## src/rtl/hazard_pkg.sv

```systemverilog
// Shared encodings for the ID-stage hazard controller: MIPS opcode/funct values,
// instruction field positions and the load-stall FSM states.
package hazard_pkg;

   localparam int OP_HI = 31;
   localparam int OP_LO = 26;
   localparam int RS_HI = 25;
   localparam int RS_LO = 21;
   localparam int RT_HI = 20;
   localparam int RT_LO = 16;
   localparam int FN_HI = 5;
   localparam int FN_LO = 0;

   localparam logic [5:0] OP_RTYPE = 6'h00;
   localparam logic [5:0] OP_J     = 6'h02;
   localparam logic [5:0] OP_JAL   = 6'h03;
   localparam logic [5:0] OP_BEQ   = 6'h04;
   localparam logic [5:0] OP_BNE   = 6'h05;
   localparam logic [5:0] OP_LUI   = 6'h0F;
   localparam logic [5:0] OP_SW    = 6'h2B;

   localparam logic [5:0] FN_SLL   = 6'h00;
   localparam logic [5:0] FN_SRL   = 6'h02;
   localparam logic [5:0] FN_SRA   = 6'h03;
   localparam logic [5:0] FN_MFHI  = 6'h10;
   localparam logic [5:0] FN_MFLO  = 6'h12;
   localparam logic [5:0] FN_MULT  = 6'h18;
   localparam logic [5:0] FN_MULTU = 6'h19;
   localparam logic [5:0] FN_DIV   = 6'h1A;
   localparam logic [5:0] FN_DIVU  = 6'h1B;

   typedef enum logic {
      IDLE   = 1'b0,
      LSTALL = 1'b1
   } hz_state_e;

   function automatic logic is_md_funct(input logic [5:0] fn);
      return (fn == FN_MFHI) || (fn == FN_MFLO) || (fn == FN_MULT) ||
             (fn == FN_MULTU) || (fn == FN_DIV) || (fn == FN_DIVU);
   endfunction

endpackage

```

## src/rtl/hazard_decode.sv

```systemverilog
// Operand-use decode of the instruction sitting in ID: which source registers
// it reads and whether it touches the HI/LO multiply/divide unit.
module hazard_decode
   import hazard_pkg::*;
#(
   parameter int INSTR_W = 32,
   parameter int REG_W   = 5
) (
   input  logic [INSTR_W-1:0] instr,
   output logic               uses_rs,
   output logic               uses_rt,
   output logic               is_md,
   output logic [REG_W-1:0]   rs,
   output logic [REG_W-1:0]   rt
);

   logic [5:0] op;
   logic [5:0] fn;
   logic       is_shamt;
   logic       unused_bits;

   assign op = instr[OP_HI:OP_LO];
   assign fn = instr[FN_HI:FN_LO];
   assign rs = REG_W'(instr[RS_HI:RS_LO]);
   assign rt = REG_W'(instr[RT_HI:RT_LO]);

   // immediate / rd / shamt fields carry no source-register information
   assign unused_bits = ^instr[15:6];

   assign is_shamt = (op == OP_RTYPE) &&
                     ((fn == FN_SLL) || (fn == FN_SRL) || (fn == FN_SRA));

   assign uses_rs = !((op == OP_J) || (op == OP_JAL) || (op == OP_LUI) || is_shamt);
   assign uses_rt = (op == OP_RTYPE) || (op == OP_BEQ) || (op == OP_BNE) || (op == OP_SW);
   assign is_md   = (op == OP_RTYPE) && is_md_funct(fn);

endmodule

```

## src/rtl/hazard_ctrl.sv

```systemverilog
// ID-stage hazard controller: multi-cycle load-use stall, mult/div busy stall,
// branch-taken flush of IF/ID and a saturating stall-cycle counter.
module hazard_ctrl
   import hazard_pkg::*;
#(
   parameter int INSTR_W    = 32,
   parameter int REG_W      = 5,
   parameter int LOAD_STALL = 1,
   parameter int MD_LAT     = 4,
   parameter int PERF_W     = 16
) (
   input  logic               clk,
   input  logic               reset,
   input  logic [INSTR_W-1:0] ID_Instr,
   input  logic [REG_W-1:0]   EX_rt,
   input  logic               EX_MemRead,
   input  logic               EX_MdStart,
   input  logic               EX_BranchTaken,
   output logic               PC_Write,
   output logic               ID_Write,
   output logic               nop_mux,
   output logic               IF_Flush,
   output logic [PERF_W-1:0]  stall_count
);

   localparam int LDW = $clog2(LOAD_STALL + 1);
   localparam int MDW = $clog2(MD_LAT + 1);

   logic             uses_rs, uses_rt, is_md;
   logic [REG_W-1:0] id_rs, id_rt;
   logic             load_haz, md_haz, stall;

   hz_state_e        state_q, state_d;
   logic [LDW-1:0]   ld_cnt_q, ld_cnt_d;
   logic [MDW-1:0]   md_cnt_q, md_cnt_d;
   logic [PERF_W-1:0] stall_count_q, stall_count_d;

   hazard_decode #(.INSTR_W(INSTR_W), .REG_W(REG_W)) u_decode (
      .instr   (ID_Instr),
      .uses_rs (uses_rs),
      .uses_rt (uses_rt),
      .is_md   (is_md),
      .rs      (id_rs),
      .rt      (id_rt)
   );

   assign load_haz = EX_MemRead && (EX_rt != '0) &&
                     ((uses_rs && (EX_rt == id_rs)) || (uses_rt && (EX_rt == id_rt)));
   assign md_haz   = is_md && ((md_cnt_q != '0) || EX_MdStart);
   assign stall    = ((state_q == IDLE) && load_haz) || (state_q == LSTALL) || md_haz;

   always_ff @(posedge clk or negedge reset) begin
      if (!reset) begin
         state_q       <= IDLE;
         ld_cnt_q      <= '0;
         md_cnt_q      <= '0;
         stall_count_q <= '0;
      end else begin
         state_q       <= state_d;
         ld_cnt_q      <= ld_cnt_d;
         md_cnt_q      <= md_cnt_d;
         stall_count_q <= stall_count_d;
      end
   end

   // The first bubble is taken from IDLE, so LSTALL only covers the remaining LOAD_STALL-1.
   always_comb begin
      state_d  = state_q;
      ld_cnt_d = ld_cnt_q;
      if (EX_BranchTaken) begin
         state_d  = IDLE;
         ld_cnt_d = '0;
      end else begin
         case (state_q)
            IDLE: begin
               if (load_haz && (LOAD_STALL > 1)) begin
                  state_d  = LSTALL;
                  ld_cnt_d = LDW'(LOAD_STALL - 1);
               end
            end
            LSTALL: begin
               ld_cnt_d = ld_cnt_q - 1'b1;
               if (ld_cnt_q == LDW'(1)) state_d = IDLE;
            end
            default: state_d = IDLE;
         endcase
      end
   end

   // The mult/div in EX is older than the branch, so a flush leaves md_cnt alone.
   always_comb begin
      md_cnt_d      = md_cnt_q;
      stall_count_d = stall_count_q;
      if (EX_MdStart)
         md_cnt_d = MDW'(MD_LAT);
      else if (md_cnt_q != '0)
         md_cnt_d = md_cnt_q - 1'b1;
      if (stall && !EX_BranchTaken && (stall_count_q != '1))
         stall_count_d = stall_count_q + 1'b1;
   end

   always_comb begin
      PC_Write = 1'b1;
      ID_Write = 1'b1;
      nop_mux  = 1'b0;
      IF_Flush = 1'b0;
      if (!reset) begin
         PC_Write = 1'b1;
      end else if (EX_BranchTaken) begin
         IF_Flush = 1'b1;
         nop_mux  = 1'b1;
      end else if (stall) begin
         PC_Write = 1'b0;
         ID_Write = 1'b0;
         nop_mux  = 1'b1;
      end
   end

   assign stall_count = stall_count_q;

endmodule

```

## config.mk

```make
export PLATFORM = sky130hd
export DESIGN_NAME = hazard_ctrl
export DESIGN_NICKNAME = d
export VERILOG_FILES = /design/src/rtl/hazard_pkg.sv /design/src/rtl/hazard_decode.sv /design/src/rtl/hazard_ctrl.sv
export SDC_FILE = /design/constraint.sdc
export NUM_CORES = 1
export LEC_CHECK = 0
export BUFFER_PORTS_ARGS = -buffer_cell sky130_fd_sc_hd__buf_2
export CORE_UTILIZATION = 34
export DETAILED_ROUTE_END_ITERATION = 8
export SETUP_SLACK_MARGIN = 0.2
export SLEW_MARGIN = 15
export SYNTH_ARGS = -nofsm -noshare
export SYNTH_HDL_FRONTEND = slang
export SYNTH_SLANG_ARGS = --single-unit
```

## constraint.sdc

```tcl
create_clock -name clk -period 2.9 [get_ports clk]
set_clock_uncertainty 0.2 [all_clocks]
set_input_delay 0 -clock clk [delete_from_list [all_inputs] [get_ports clk]]
set_output_delay 0 -clock clk [all_outputs]
set_load 0.02 [all_outputs]
```

==> impl_metrics.ini <==
[status]
status = finished, final reports clean

[critical_path]
worst-r2r-setup-slack_ns = 0.55
worstPathArrival_ns = 2.30
criticalPathCategory = flip-flop to flip-flop
worstSetupEndpointType = flip-flop
rr_worst_depth = 8
r2r-end = stall_count[1]
critPathLaunchType = flip-flop
required_ns = 2.84
crit_path_max_fanout = 17
worstReg2RegStart = md_cnt_q[0]

[yosys]
synth_fp_nets = 174
netlist.area_leader.share = 0.3882
synth_top_flop_cell = dfrtp_1
syn_avg_cell_area_um2 = 10.49
synthesis.area_mm2 = 0.001354
yosysTopAreaCell = dfrtp_1
synth_area_leaders = dfrtp_1, xor2_1, xnor2_1
async_reset_ff_frac = 1.000
ys_ff_latch = 21
ys_types = 42
synth_most_common_cell = dfrtp_1
synth_common_cells = dfrtp_1, xor2_1, nor2_1, inv_1, xnor2_1
synth.yosys.warnings = 0
synthCells = 129
synth_edf_count = 0
yosysSeqAreaShare = 0.3882

[drt]
dr.pass1.iters = 4
wl_um = 2888
viasPerCell = 4.970
ant_nets = 0
drtIter0Drc = 32
vias = 1153
wl_per_cell_um = 12.45
drc = 0

[pwr]
power_mw = 0.7094
power.density_mw_per_mm2 = 412.0
p_leak_nw = 0.8713
vdd_ir_drop_max_uv = 344.3

[sta]
fin_crit_ns = 2.353
slew_viol_final = 0
worst_pin_slew_ns = 0.4930
hold_viol_final = 0
finalSetupViolCount = 0
final.period_utilization = 0.8115
relSlewSlack = 0.6714
fmax_mhz = 424.9
grt_setup_unrepaired = no
finalSetupTns_ns = 0

[finish]
layout.area.seq_um2 = 525.5
nets = 230
multi_input_area_um2 = 779.5
num_antenna_cells = 0
drive_above_1_share = 0.3641
nFillCells = 393
syn2layout_area_growth_pct = 27.17

[die]
start_util = 0.3616
core-area_mm2 = 0.003744
die_w_um = 65.10
die_h_um = 65.10
pin_count = 62
die_area_mm2 = 0.004238
rows = 22

[placed_design]
place_hpwl_um = 2244
port-buffer-count = 51
gp_congestion = 0.7959

[clock_tree]
clk_pin_slew_ns = 0.07
clk_latency_ns = 0.25
htree_levels = 1
cts-resized-gates = 0
clock-sinks = 21
cts-buffers-inserted = 3
hold_buffers = 3
cts_tree = built
cts_setup_buffers = 0
cts_buffer_depth = 2
cts_root_buffer = clkbuf_8

[hold_path]
hp-class = input port to asynchronous set/reset pin

[global_route]
grt_usage = 0.1523
antenna_found_initial = 0
grt_max_degree = 25
overflow = 0
grt_pass1_vias = 1168
grt_pass1_wl_um = 5037

[job]
cap_violations = 0
per-stage QoR:
step / setup slack [ns] / util / cell area (µm²) / std cells / hold WS, ns
global placement: 0.5721 / 0.4398 / 1647 / 225 / -0.2118
CTS: 0.5267 / 0.4599 / 1722 / 232 / 0.06377
finish: 0.5466 / 0.4599 / 1722 / 232 / 0.04858
global route: 0.3857 / 0.4599 / 1722 / 232 / 0.1006
floorplan: 0.7167 / - / 1354 / 129 / -0.4956
detailed placement: 0.5414 / 0.4398 / 1647 / 225 / -0.2013
worst max-delay path: stages, from the launching register on:
cell      delay (ns)
dfrtp_1         0.36
inv_1           0.07
ha_1            0.22
nand2b_1        0.15
o221ai_1        0.14
o21ba_2         0.22
o311a_4         0.18
nor3_1          0.33
mux2_2          0.37
how the worst max path moves through the flow:
| stage | from | cells after the start | slack [ns] | endpoint |
|---|---|---|---|---|
| floorplan | stall_count[0] | 7 | 0.72 | stall_count[4] |
| global placement | md_cnt_q[0] | 8 | 0.57 | stall_count[1] |
| detailed placement | md_cnt_q[0] | 8 | 0.54 | stall_count[1] |
| CTS | md_cnt_q[0] | 8 | 0.53 | stall_count[1] |
| global route | stall_count[0] | 7 | 0.39 | stall_count[10] |
| finish | md_cnt_q[0] | 8 | 0.55 | stall_count[1] |
power by group:
part	internal, mW	total, mW	switching, mW
Clock	0.0976	0.186	0.0880
Sequential	0.321	0.344	0.0233
Combinational	0.0787	0.180	0.101
Total	0.497	0.709	0.212
sequential cells by signal, indices dropped and copies added, names as in the netlist:
register / cells
stall_count: 16
ld_cnt_q: 1
md_cnt_q: 3
state_q: 1
logic make-up (layout without fill, tap and decap cells):
logic type	count (synthesis)	in the layout	synth area share
AO/OA/AOI/OAI	12	12	0.08133
XOR/XNOR	27	27	0.1858
adder cells (fa/ha/maj)	3	3	0.02773
buffers and inverters	10	65	0.03605
flip-flops	21	21	0.3882
multiplexers	1	1	0.008317
AND/OR/NAND/NOR	55	55	0.2726
per-layer routing:
metal,GRT usage,wire (µm),vias up
li1,-,-,576
met1,0.1803,1287,549
met2,0.2799,1469,26
met3,0.03299,114,2
met4,0.03261,17,0
met5,0,0,-
final cells by class:
cell class | count | share of cell area
Tap cell | 48 | 0.03488
Inverter | 7 | 0.01526
Sequential cell | 21 | 0.3052
Multi-Input combinational cell | 98 | 0.4528
Clock buffer | 4 | 0.02616
Timing Repair Buffer | 54 | 0.1657
layout by cell type, fill, tap and decap left out, drive strengths merged:
| master | count |
|---|---|
| buf | 51 |
| dfrtp | 21 |
| xor2 | 18 |
| nor2 | 11 |
| xnor2 | 9 |
| inv | 7 |
| nor4 | 7 |
| nand3 | 6 |
| nand2 | 5 |
| nand4 | 4 |
| clkbuf | 4 |
| or4 | 4 |
| and3b | 3 |
| ha | 3 |
| dlygate4sd3 | 3 |
| nor3 | 3 |
| and3 | 2 |
| nand3b | 2 |
| a211oi | 2 |
| nand4b | 2 |
| nor3b | 1 |
| o211ai | 1 |
| o41ai | 1 |
| o21ai | 1 |
| o32ai | 1 |
| nand2b | 1 |
| o221ai | 1 |
| o21ba | 1 |
| o311a | 1 |
| and2 | 1 |
| a21boi | 1 |
| and4 | 1 |
| mux2 | 1 |
| a21oi | 1 |
| o31ai | 1 |
| nor4bb | 1 |
| nor4b | 1 |
(Power assumes the default switching activity.)
